===== config.mk =====
export PLATFORM = sky130hd
export DESIGN_NAME = rr_arbiter4
export DESIGN_NICKNAME = d
export VERILOG_FILES = /design/src/rtl/arb_pkg.sv /design/src/rtl/rr_pick.sv /design/src/rtl/rr_arbiter4.sv
export SDC_FILE = /design/constraint.sdc
export NUM_CORES = 1
export LEC_CHECK = 0
export BUFFER_PORTS_ARGS = -buffer_cell sky130_fd_sc_hd__buf_4
export CELL_PAD_IN_SITES_DETAIL_PLACEMENT = 0
export CELL_PAD_IN_SITES_GLOBAL_PLACEMENT = 2
export CORE_ASPECT_RATIO = 0.6
export CORE_UTILIZATION = 32
export CTS_BUF_LIST = sky130_fd_sc_hd__clkbuf_16
export DETAILED_ROUTE_END_ITERATION = 8
export PLACE_DENSITY_LB_ADDON = 0.25
export REMOVE_ABC_BUFFERS = 1
export SKIP_LAST_GASP = 1
export SLEW_MARGIN = 20
export SYNTH_ARGS = -nofsm -noshare
export SYNTH_HDL_FRONTEND = slang
export SYNTH_SLANG_ARGS = --single-unit

===== constraint.sdc =====
create_clock -name clk -period 1.6 [get_ports clk]
set_input_delay 0.08 -clock clk [delete_from_list [all_inputs] [get_ports clk]]
set_output_delay 0.08 -clock clk [all_outputs]
set_load 0.02 [all_outputs]

===== src/rtl/arb_pkg.sv =====
// Shared types and sizing for the four-way round-robin arbiter.
package arb_pkg;

   localparam int unsigned NUM_REQ = 4;
   localparam int unsigned ID_W    = 2;

   typedef enum logic {ST_IDLE, ST_BUSY} arb_state_t;

   function automatic logic [NUM_REQ-1:0] id_to_onehot(input logic [ID_W-1:0] id);
      id_to_onehot     = '0;
      id_to_onehot[id] = 1'b1;
   endfunction

endpackage


===== src/rtl/rr_pick.sv =====
// Combinational round-robin picker: searches ptr+1, ptr+2, ptr+3, ptr (mod 4)
// and reports the first requesting index.
module rr_pick
   import arb_pkg::*;
(
   input  logic [NUM_REQ-1:0] req,
   input  logic [ID_W-1:0]    ptr,
   output logic               any,
   output logic [ID_W-1:0]    win_id
);

   logic [ID_W-1:0] idx;

   // Offset NUM_REQ truncates to 0, so the last owner is searched last.
   always_comb begin
      any    = 1'b0;
      win_id = '0;
      idx    = '0;
      for (int unsigned i = 1; i <= NUM_REQ; i++) begin
         idx = ptr + ID_W'(i);
         if (!any && req[idx]) begin
            any    = 1'b1;
            win_id = idx;
         end
      end
   end

endmodule


===== src/rtl/rr_arbiter4.sv =====
// Four-requester round-robin arbiter with registered one-hot grant, optional
// hold limit and a mandatory one-cycle idle gap between grants.
module rr_arbiter4
   import arb_pkg::*;
#(
   parameter int unsigned HOLD_MAX = 8
)
(
   input  logic               clk,
   input  logic               reset,
   input  logic [NUM_REQ-1:0] req,
   output logic [NUM_REQ-1:0] grant,
   output logic               grant_valid,
   output logic [ID_W-1:0]    grant_id,
   output logic               timeout
);

   arb_state_t      state;
   logic [ID_W-1:0] ptr;
   logic [7:0]      hold_cnt;
   logic            any;
   logic [ID_W-1:0] win_id;
   logic            owner_req;
   logic            limit_hit;

   rr_pick u_pick (
      .req    (req),
      .ptr    (ptr),
      .any    (any),
      .win_id (win_id)
   );

   assign owner_req = req[grant_id];
   assign limit_hit = (HOLD_MAX != 0) && (hold_cnt == 8'(HOLD_MAX));

   always_ff @(posedge clk or posedge reset) begin
      if (reset) begin
         state       <= ST_IDLE;
         ptr         <= '1;
         hold_cnt    <= '0;
         grant       <= '0;
         grant_valid <= 1'b0;
         grant_id    <= '0;
         timeout     <= 1'b0;
      end else begin
         timeout <= 1'b0;
         case (state)
            ST_IDLE: begin
               if (any) begin
                  grant       <= id_to_onehot(win_id);
                  grant_valid <= 1'b1;
                  grant_id    <= win_id;
                  hold_cnt    <= 8'd1;
                  state       <= ST_BUSY;
               end
            end
            ST_BUSY: begin
               // Release and timeout share the exit path; timeout only flags
               // the case where the owner still wanted the resource.
               if (!owner_req || limit_hit) begin
                  grant       <= '0;
                  grant_valid <= 1'b0;
                  ptr         <= grant_id;
                  timeout     <= owner_req;
                  state       <= ST_IDLE;
               end else if (hold_cnt != '1) begin
                  hold_cnt <= hold_cnt + 8'd1;
               end
            end
            default: state <= ST_IDLE;
         endcase
      end
   end

endmodule


==> metrics.txt <==
Hold WS 253 ps; initial antenna violation count 0; fmax 607 MHz; CP Cell Sequence inv_2 -> ha_4 -> nor4bb_4 -> and2_4 -> nor3_4 -> mux2_4; CTS tree built; metal1 wirelength ~1.7 mm; Clk pwr share 16.1%; Final setup viols 5; first-pass GRT wire length 4.64 mm; crit end category flop; uppermost layer routed met3; Pre-Repair DR Iteration Count 4; RSZ-0062 raised after global routing yes; EDFF count, synth 0; Worst Clk Skew 3.30 ps; Post-Place Setup Slack -128 ps; hold endpoint state; drt wl/cell around 16 um; input/output buffers 13; outcome finished, violations left; Die X ~80 um; crit-path leading delay family simple AND/OR/NAND/NOR gates; Final Cycle Share 103%; Setup WS post-layout -48.5 ps; HPWL after DPL 2.13 mm; Distinct cells, synth 36; HP Start req[3]; CTS Sinks 19; Simple-Gate Fraction of Synth Area 22.7%; WP data arrival 1780 ps; final net count 167; Worst Max-Slew Pin Slew 432 ps; area grow syn2layout 56.9%; number of max-cap violations 0; crit start category flop; Starting Density 33.7%; largest cells by area after synthesis dfrtp_1 (38%), mux2i_1 (5.4%), nand2_1 (5.4%); sw frac 37.8%; Critical-path top delay cell dfrtp_1; largest family of logic cells by synthesized area simple AND/OR/NAND/NOR gates; cells after synthesis 106; top fanout value on the critical path 3; Post-synth top flop dfrtp_1; Power per Cell Area 1810 nW/um2; Crit Path Category reg -> reg; Seq cells post-synth 19; Pwr Total between 3 and 4 mW; final RePlAce weighted congestion 0.739; I/O Pins 14; register area share after synthesis 43.2%; worst reg2reg path startpoint hold_cnt[1]; Final Max Tran Viols 0; Internal Power 1.96 mW; WL met2 approximately 1.4 mm; worst path bufs/invs 1; Clock Pin Slew Worst Setup and Hold Paths 50 ps; GRT overflow 0; Vias between 1k and 1.5k; hold path depth 4; critical path required time 1730 ps; Critical R2R Capture hold_cnt[0]; die area 3710 um2; Worst Hold Class in -> reg; synth warn 0; reg2reg path depth 6; total CTS buffers 3; H-Tree Depth 1; commonest non-fill, non-tap cell in the layout buf_4; P_leak 0.776 nW; Synth Area in Compound Gates 17.5%; largest net degree at the start of global routing 20; clock root cell clkbuf_16; ant diodes 0; NetSw around 1.2 mW; First DRT Iteration DRCs 71; Rows 16; final hold violations 0; Core ar. 3280 um2; max_slew headroom 71.2%; global-route usage over all layers 17.3%; min cycle time layout 1650 ps; Max clock buf depth 2; violated checks setup timing; Reg power frac between 20% and 30%; Synth area leader dfrtp_1; Worst-Skew Late Latency 250 ps; met3 WL 146 um; post-synthesis xor/xnor area fraction 0%; drt total wl 3.23 mm; fraction of layout cells with a size suffix above 1 50.6%; combinational power share 57.0%; average cell area after synthesis between 10 and 15 um2; chip height about 48 um; Final ANT Viol Nets 0; vias in the first global route 912; Max VDD drop 0.936 mV; total negative slack -94.2 ps; area share of the largest cell type after synthesis 38.4%; mux cell area share after synthesis 10.8%; DR DRC count 0; Adder-Cell Fraction of Synth Area 2.26%; Crit path largest cell delay 430 ps; commonest cells after routing, fill and taps aside buf_4 (47), nand2_1 (14), dfrtp_1 (14); synthesized area roughly 1100 um2; R2R Setup Slk -50 ps; Avg Vias per Cell 5.18; ys async rst share 100%
per-stage QoR:
step / utilization [%] / cells / cell area (um2)
4_1_cts: 49.4 / 199 / 1620
6_report: 52.9 / 203 / 1740
3_5_place_dp: 44.7 / 191 / 1470
2_1_floorplan: - / 103 / 1090
3_3_place_gp: 44.7 / 191 / 1470
5_1_grt: 52.9 / 203 / 1740
worst reg2reg max path, delay by kind of cell (launching register included):
kind / cells / cell delay, ps
adder cells (fa/ha/maj): 1 / 160
flip-flops: 1 / 430
buffers and inverters: 1 / 80
AND/OR/NAND/NOR: 3 / 540
multiplexers: 1 / 320
routing by layer:
metal  vias to the layer above  GRT usage (%)
met4                         0           2.22
met3                         0           5.14
met2                        24           25.3
met1                       520           25.9
met5                         -              0
li1                        507              -
power by group through the flow:
| stage | Clock (mW) | Combinational (mW) | Sequential (mW) |
|---|---|---|---|
| 5_1_grt | 0.550 | 1.96 | 0.874 |
| 4_1_cts | 0.521 | 1.59 | 0.817 |
| 3_5_place_dp | 0 | 1.50 | 0.819 |
| 3_3_place_gp | 0 | 1.48 | 0.809 |
| 6_report | 0.508 | 1.80 | 0.847 |
| 2_1_floorplan | 0 | 0.714 | 0.896 |
area by class of cell:
cell class / count / area [um2]
fill: 310 / 1550
multi-input combinational: 81 / 728
sequential: 19 / 482
timing repair buffer: 49 / 374
clock buffer: 3 / 75.1
tap: 45 / 56.3
inverter: 5 / 18.8
clock inverter: 1 / 3.75
cells by family after synthesis:
logic type,count (synthesis)
muxes,11
adders and majority gates,2
DFF,19
and+or+nand+nor,45
buffers and inverters,8
AOI/OAI and AO/OA,21
state kept, by name, indices dropped and copies added (netlist names):
| signal | cells |
|---|---|
| timeout | 1 |
| ptr | 2 |
| grant_id | 2 |
| state | 1 |
| grant_valid | 1 |
| hold_cnt | 8 |
| grant | 4 |
cells in the mapped netlist, types with 2 or more instances:
| cell | count |
|---|---|
| a21boi_0 | 2 |
| a21oi_1 | 2 |
| a32o_1 | 2 |
| buf_4 | 2 |
| dfrtp_1 | 17 |
| dfstp_2 | 2 |
| ha_1 | 2 |
| inv_1 | 5 |
| mux2_2 | 4 |
| mux2i_1 | 6 |
| nand2_1 | 16 |
| nand2b_1 | 7 |
| nand3_1 | 4 |
| nor2_1 | 5 |
| nor4_1 | 3 |
| nor4b_1 | 2 |
| o22a_1 | 2 |
| o22ai_1 | 2 |
| o31ai_1 | 2 |
| o32ai_1 | 2 |
| or4_1 | 2 |
how the worst max path moves through the flow:
stage           startpoint     endpoint  slack [ps]  depth (start not counted)
2_1_floorplan  grant_id[0]  hold_cnt[0]         -80                          4
3_3_place_gp   hold_cnt[1]  hold_cnt[0]         -80                          6
3_5_place_dp   hold_cnt[1]  hold_cnt[0]        -130                          6
4_1_cts        hold_cnt[0]  hold_cnt[0]         -20                          6
5_1_grt        hold_cnt[1]  hold_cnt[0]         -90                          6
6_report       hold_cnt[1]  hold_cnt[0]         -50                          6
repair_timing:
item | in CTS | in global routing
gates resized for setup | 8 | 18
endpoints found under the hold margin | 17 | 0
buffers inserted | 2 | 4
gates cloned | 1 | 1
hold buffers | 1 | 0
endpoints found under the setup margin | 13 | 17
pin swaps | 5 | 3
(Power assumes the default switching activity.)
